[config.mk]
export PLATFORM = sky130hd
export DESIGN_NAME = de_scoreboard
export DESIGN_NICKNAME = d
export VERILOG_FILES = /design/src/rtl/de_scoreboard.sv
export SDC_FILE = /design/constraint.sdc
export NUM_CORES = 1
export LEC_CHECK = 0
export ABC_CLOCK_PERIOD_IN_PS = 12870
export BUFFER_PORTS_ARGS = -buffer_cell sky130_fd_sc_hd__buf_2
export CORE_MARGIN = 4
export CORE_UTILIZATION = 60
export DETAILED_ROUTE_END_ITERATION = 10
export PLACE_DENSITY = 0.79
export SLEW_MARGIN = 10
export SYNTH_ARGS = -nofsm -noshare
export SYNTH_HDL_FRONTEND = slang
export SYNTH_SLANG_ARGS = --single-unit
export TNS_END_PERCENT = 1
[constraint.sdc]
create_clock -name clk -period 12.87 [get_ports clk]
set_input_delay 3.2175 -clock clk [delete_from_list [all_inputs] [get_ports clk]]
set_output_delay 3.2175 -clock clk [all_outputs]
set_load 0.01 [all_outputs]
[src/rtl/de_scoreboard.sv]
// Decode-stage register hazard scoreboard: a per-register count of outstanding writes, source/destination stalls and a total.
// Optional SB_WB_BYPASS_EN: a same-cycle writeback releases the hazard or saturation stall at once.
module de_scoreboard #(
    parameter int NREGS     = 32,
    parameter int REGNOBITS = $clog2(NREGS),
    parameter int CNT_BITS  = 2,
    parameter int NUM_RD    = 2,
    parameter int NUM_WB    = 1
) (
    input  logic                          clk,
    input  logic                          reset,
    input  logic [NUM_RD-1:0]             rd_use,
    input  logic [NUM_RD*REGNOBITS-1:0]   rd_regno,
    input  logic                          issue_valid,
    input  logic [REGNOBITS-1:0]          issue_regno,
    input  logic [NUM_WB-1:0]             wb_valid,
    input  logic [NUM_WB*REGNOBITS-1:0]   wb_regno,
    output logic                          hazard,
    output logic                          sat_stall,
    output logic                          stall,
    output logic                          issue_fire,
    output logic [NREGS-1:0]              pending,
    output logic [REGNOBITS+CNT_BITS-1:0] outstanding,
    output logic                          underflow_err
);

    localparam int DW = $clog2(NUM_WB + 1);
    localparam int SW = CNT_BITS + DW;
    localparam int OW = REGNOBITS + CNT_BITS;
    localparam logic [CNT_BITS-1:0] CNT_MAX = '1;
`ifdef SB_WB_BYPASS_EN
    localparam bit BYPASS = 1'b1;
`else
    localparam bit BYPASS = 1'b0;
`endif

    logic [CNT_BITS-1:0] cnt_q [NREGS];
    logic [CNT_BITS-1:0] cnt_d [NREGS];
    logic [DW-1:0]       dec_cnt [NREGS];
    logic [NREGS-1:0]    released;
    logic [NREGS-1:0]    busy;
    logic [NREGS-1:0]    full;
    logic [OW-1:0]       out_q, out_d;
    logic                uf_q, uf_d;
    logic                inc_v;
    logic [SW-1:0]       sum_v;

    // Register 0 is never counted, so its releases and its busy/full flags stay inert.
    always_comb begin
        for (int r = 0; r < NREGS; r++) begin
            dec_cnt[r] = '0;
            for (int j = 0; j < NUM_WB; j++) begin
                if (r != 0 && wb_valid[j] && wb_regno[j*REGNOBITS +: REGNOBITS] == REGNOBITS'(r))
                    dec_cnt[r] = dec_cnt[r] + DW'(1);
            end
            released[r] = (dec_cnt[r] != '0);
            busy[r]     = (cnt_q[r] != '0) && !(BYPASS && cnt_q[r] == CNT_BITS'(1) && released[r]);
            full[r]     = (cnt_q[r] == CNT_MAX) && !(BYPASS && released[r]);
            pending[r]  = (r != 0) && (cnt_q[r] != '0);
        end
    end

    always_comb begin
        hazard = 1'b0;
        for (int i = 0; i < NUM_RD; i++) begin
            if (rd_use[i] && busy[rd_regno[i*REGNOBITS +: REGNOBITS]])
                hazard = 1'b1;
        end
        sat_stall  = issue_valid && full[issue_regno];
        stall      = hazard | sat_stall;
        issue_fire = issue_valid & ~stall;
    end

    // The total follows the counters by adding each register's net change, so clamped releases are not counted.
    always_comb begin
        uf_d  = uf_q;
        out_d = out_q;
        inc_v = 1'b0;
        sum_v = '0;
        for (int r = 0; r < NREGS; r++) begin
            inc_v    = issue_fire && (issue_regno == REGNOBITS'(r)) && (r != 0);
            sum_v    = SW'(cnt_q[r]) + SW'(inc_v);
            cnt_d[r] = cnt_q[r];
            if (r != 0) begin
                if (sum_v < SW'(dec_cnt[r])) begin
                    cnt_d[r] = '0;
                    uf_d     = 1'b1;
                end else begin
                    cnt_d[r] = CNT_BITS'(sum_v - SW'(dec_cnt[r]));
                end
            end
            out_d = out_d + OW'(cnt_d[r]) - OW'(cnt_q[r]);
        end
    end

    always_ff @(posedge clk or negedge reset) begin
        if (!reset) begin
            for (int r = 0; r < NREGS; r++) cnt_q[r] <= '0;
            out_q <= '0;
            uf_q  <= 1'b0;
        end else begin
            for (int r = 0; r < NREGS; r++) cnt_q[r] <= cnt_d[r];
            out_q <= out_d;
            uf_q  <= uf_d;
        end
    end

    assign outstanding   = out_q;
    assign underflow_err = uf_q;

endmodule

# Word-level counts from Yosys, hierarchy flattened
# Cells that the tools add are included.
op_classes:
  n_reduce_logical: 97
  n_mux: 101
  eq_ne: 93
  div_mod_pow: 0
  bitwise_logic: 3
  n_lt_le_gt_ge: 34
  n_mul: 0
  n_shift: 0
  n_addsub: 124
op_table:
  columns: ["op", "count"]
  rows:
  - ["7-bit by 2-bit adder with 7-bit output", 31]
  - ["7-bit by 2-bit subtractor with 7-bit output", 31]
  - ["5-bit equality test, second input constant", 32]
  - ["2-bit by 1-bit adder with 3-bit output", 31]
  - ["3-bit by 1-bit less-than comparator with 1-bit output", 31]
  - ["5-bit by 4-bit equality test with 1-bit output, second input constant", 16]
  - ["1-bit two-way mux", 67]
  - ["1-bit logical AND", 65]
  - ["2-bit equality test, second input constant", 31]
  - ["2-bit two-way mux", 31]
  - ["2-bit nonzero test", 31]
  - ["2-bit by 1-bit subtractor with 2-bit output", 31]
  - ["5-bit by 3-bit equality test with 1-bit output, second input constant", 8]
  - ["31-bit nonzero test", 1]
  - ["5-bit by 2-bit equality test with 1-bit output, second input constant", 4]
  - ["5-bit by 6-bit less-than comparator with 1-bit output, second input constant", 3]
  - ["1-bit binary-select mux with 5-bit select", 3]
  - ["5-bit by 1-bit equality test with 1-bit output, second input constant", 2]
  - ["1-bit AND", 1]
  - ["1-bit NOT", 1]
  - ["1-bit OR", 1]
word_totals:
  latch_bits: 0
  rom_bits: 0
  output_inout_bits: 44
  ramBits: 0
  n_memories: 0
  inputBits: 26
  register_bits: 70

# Depth between registers and ports, before layout
depth:
  word_depth: 75
  ltp_mapped: 38

# Worst setup path after synthesis
# OpenSTA, ideal clock, no wires.
synth_path:
  path_type: "input to register"
  start: "input port rd_regno[7]"
  end: "register out_q[5], in the netlist outstanding[5]"
  cell_stages: 33
  arrival_ns: 11.915
  setup_slack_ns: 0.875
  setup_time_ns: 0.080
  required_ns: 12.790
  n_path_buf: 3
  path_cell_list: "buf_2 > inv_2 > mux4_2 > a221oi_2 > a2111oi_0 > or4_1 > buf_6 > buf_12 > nor4_2 > ha_1 > inv_1 > ha_1 > xnor2_1 > o21a_1 > fa_1 > inv_1 > fa_1 > fa_1 > fa_1 > inv_1 > fa_1 > inv_1 > fa_1 > fa_1 > fa_1 > inv_1 > fa_1 > inv_1 > ha_1 > fa_1 > a21o_1 > a21oi_1 > xnor2_1"
synth_via:
  elab_chain_cells: 73
  elab_cells_between_ends: 224
  cone_classes: "add/sub (124); order compare (31); mux (34); bitwise (3); reduce/logical (32)"
synth_rtl:
  columns: ["element", "line_no", "text"]
  rows:
  - ["start: declaration", "13", "input logic [NUM_RD*REGNOBITS-1:0] rd_regno,"]
  - ["1-bit binary-select mux with 5-bit select (*)", "66", "if (rd_use[i] && busy[rd_regno[i*REGNOBITS +: REGNOBITS]])"]
  - ["1-bit two-way mux (not written as such) (*)", "66", null]
  - ["1-bit logical AND (*)", "66", null]
  - ["1-bit two-way mux (*)", "66", null]
  - ["1-bit OR (*)", "70", "stall = hazard | sat_stall;"]
  - ["1-bit NOT (*)", "71", "issue_fire = issue_valid & ~stall;"]
  - ["1-bit AND (*)", "71", null]
  - ["1-bit logical AND", "81", "inc_v = issue_fire && (issue_regno == REGNOBITS'(r)) && (r != 0);"]
  - ["(+58 left out)", null, null]
  - ["7-bit by 2-bit subtractor with 7-bit output", "92", "out_d = out_d + OW'(cnt_d[r]) - OW'(cnt_q[r]);"]
  - ["7-bit by 2-bit adder with 7-bit output", "92", null]
  - ["7-bit by 2-bit subtractor with 7-bit output", "92", null]
  - ["7-bit by 2-bit adder with 7-bit output", "92", null]
  - ["7-bit by 2-bit subtractor with 7-bit output", "92", null]
  - ["7-bit by 2-bit adder with 7-bit output (*)", "92", null]
  - ["7-bit by 2-bit subtractor with 7-bit output (*)", "92", null]
  - ["net out_d[5]", "43", "logic [OW-1:0] out_q, out_d;"]
  - ["end signal: assignment", "103", "out_q <= out_d;"]
  - ["end: declaration", "43", null]
# Mark *: on every way through the listed nets, which the timed path passes. The rest lies on a longest branch. The select of a mux whose other input is x is not followed.
# A chain may end at the register's enable or synchronous reset.

==> run metrics <==
Yosys warning count=0; WL met1=about 12,000 um; clk_skew=around 0.0094 ns; Placeable Area=between 15,000 and 20,000 um^2; layout net count=1,566; routed len/inst=20.6 um; max layer used=met4; clk slew on worst S/H paths=0.06 ns; Mean Syn Cell Area=approximately 8.7 um^2; routability cong.=1.06; CP max stage cell=or4_1; setup TNS=0 ns; area growth from synthesis to layout=8.44%; cell row count=47; CP Capture Type=flop; Antenna Violating Nets Remaining=0; initial core utilization=0.621; Worst slew margin=0.317; post-CTS sizing=0; fin. max-slew vios=0; met3 routed WL=approximately 3400 um; GRT Total Usage=0.323; first-pass GRT wire length=48,200 um; RSZ-0062 raised after global routing=no; max_cap viols=0; ANT cells=0; Buffers on Ports=68; hold_buf cts=0; routed wl met2=between 10,000 and 15,000 um; initial antenna violation count=0; Fin. Hold Viols=0; die outline height=around 140 um; Worst EP required=approximately 13 ns; DRC violations left=0; # clock sinks=70; Crit path arrival time=12.68 ns; Top FF cell, synth=dfrtp_1; CP startpoint kind=input port; CTS tree=built; post-DP HPWL=around 26,000 um; FMAX=about 80 MHz; most used cell, CP=fa_1; outcome=finished, final reports clean; Root Buffer=clkbuf_16; DR vias/cell=approximately 5.8; vias in the first global route=approximately 8,800; I/O pin total=70; ys async rst share=1.00; Tmin final=~12 ns; share of the synthesized area in the top cell type=0.251; kind of critical path=in -> reg; Syn Nets=roughly 1,500; most numerous cell in the Yosys netlist=inv_1; Clk Latency, worst-skew pair=0.35 ns; Post-synth EDFFs=0; Worst-Margin Slew=just over 1 ns; area leader, netlist=fa_1; htree depth=3; CTS Buffer Depth=2; period utilisation layout=0.964; most frequent cells after synthesis=inv_1, ha_1, fa_1, nor2_1, nand2_1; Yosys reg bits=70; HP Class=reg -> reg; total number of vias=between 8,000 and 9,000; Post-Synthesis Cell Area=about 10,000 um^2; CTS buffer count=9; grt ovf=0; worst-path maximum fanout=25; Final setup viols=0; fillers=about 1,400; Worst Path Buf+Inv=8; DR pass1 iterations=8; die area=slightly below 20,000 um^2; top cells by area, synth=fa_1, ha_1, dfrtp_1, inv_1, o21ai_0; initial drt markers=between 800 and 900; CP max stage delay=about 0.58 ns; setup bufs post-CTS=0; sequential share of the synthesized area=0.168; synthesized instance count=between 1,000 and 1,500; library cells used by synthesis=between 60 and 70; largest net degree at the start of global routing=a little over 70; wirelength, routed=30,700 um; share of cells above drive strength 1=0.101; width of the die=around 140 um; CP top delay family=adder cells
[worst reg2reg max path: cells and delay by family (launching register included)]
family,cells,cell delay (ns)
buffers and inverters,7,0.62
AO/OA/AOI/OAI,6,1.26
multiplexers,1,0.48
XOR/XNOR,1,0.13
adder cells (fa/ha/maj),13,5.71
AND/OR/NAND/NOR,3,1.17
flip-flops,1,0.47
[placed cells by master, fill, tap and decap left out, types with 3 or more instances in the layout]
cell type  netlist  layout
or2_2           13      13
buf_2            3      68
and4_1           3       3
a211oi_1         4       4
fa_1           131     131
nor3b_1          6       6
a31oi_1          7       7
nor4b_1          5       5
mux2_2           3       3
nor2b_1         14      14
mux4_2           3       3
o21a_1           8       8
nor4_1           6       6
nand2b_1        28      28
a2111oi_0        3       3
a21oi_1         31      31
ha_1           143     143
o2111ai_1        7       7
a22oi_1          9       9
nor4_2          10      10
nand3_1         11      11
nor2_1          76      76
buf_4            2      12
dfrtp_1         70      70
o21ai_0         66      66
nand2_1         72      72
or2_1            3       3
inv_1          348     348
o311ai_0         4       4
a21o_1           5       5
nor3_1          30      30
nand4_1          6       6
a311oi_1         9       9
xnor2_1          9       9
clkbuf_16        0       9
[path summary, 6_finish.rpt]
kind                                      from        endpoint  slack (ns)  depth (start not counted)
worst max-delay path               rd_regno[2]  outstanding[5]        0.46                         31
worst min-delay path            outstanding[6]  outstanding[6]        0.72                          3
max in group asynchronous                reset        cnt_q[5]        9.08                          2
worst max register to register       cnt_q[33]  outstanding[5]        2.94                         31
worst min register to register  outstanding[6]  outstanding[6]        0.72                          3
min in group asynchronous                reset  outstanding[4]        3.10                          2
[state kept, by name, indices dropped and copies added (netlist names)]
signal         flops
cnt_q             62
outstanding        7
underflow_err      1
[metal layers]
| layer | global-route usage | up-vias |
|---|---|---|
| li1 | - | 3896 |
| met1 | 0.425 | 4112 |
| met2 | 0.486 | 472 |
| met3 | 0.0852 | 109 |
| met4 | 0.183 | 0 |
| met5 | 0 | - |
[cell families after synthesis]
logic type / synth area share
buffers and inverters: 0.140
AND/OR/NAND/NOR: 0.146
adder cells (fa/ha/maj): 0.423
other: 0.000359
AO/OA/AOI/OAI: 0.103
XOR/XNOR: 0.00923
multiplexers: 0.0116
flip-flops: 0.168
[stage by stage]
stage / area (um^2) / utilization / instances / hold WS, ns / setup slack, ns
detailed placement: 11000 / 0.654 / 1475 / 0.711 / 0.253
CTS: 11300 / 0.673 / 1490 / 0.724 / 0.526
global placement: 11000 / 0.654 / 1475 / 0.724 / 0.373
finish: 11300 / 0.673 / 1490 / 0.725 / 0.459
floorplan: 10400 / - / 1203 / 0.596 / 0.875
global route: 11300 / 0.673 / 1490 / 0.763 / 0.0859
[final cells by class]
| type | count | area, um^2 | share of cell area |
|---|---|---|---|
| clock buffer | 10 | 239 | 0.0211 |
| tap | 220 | 275 | 0.0243 |
| multi-input combinational | 756 | 7230 | 0.639 |
| sequential | 70 | 1750 | 0.155 |
| inverter | 349 | 1310 | 0.116 |
| clock inverter | 5 | 83.8 | 0.00740 |
| timing repair buffer | 80 | 430 | 0.0380 |
Power is left out: the tool's default activity adds up to more than one toggle a clock period on the data nets, which glitch-free logic cannot reach.
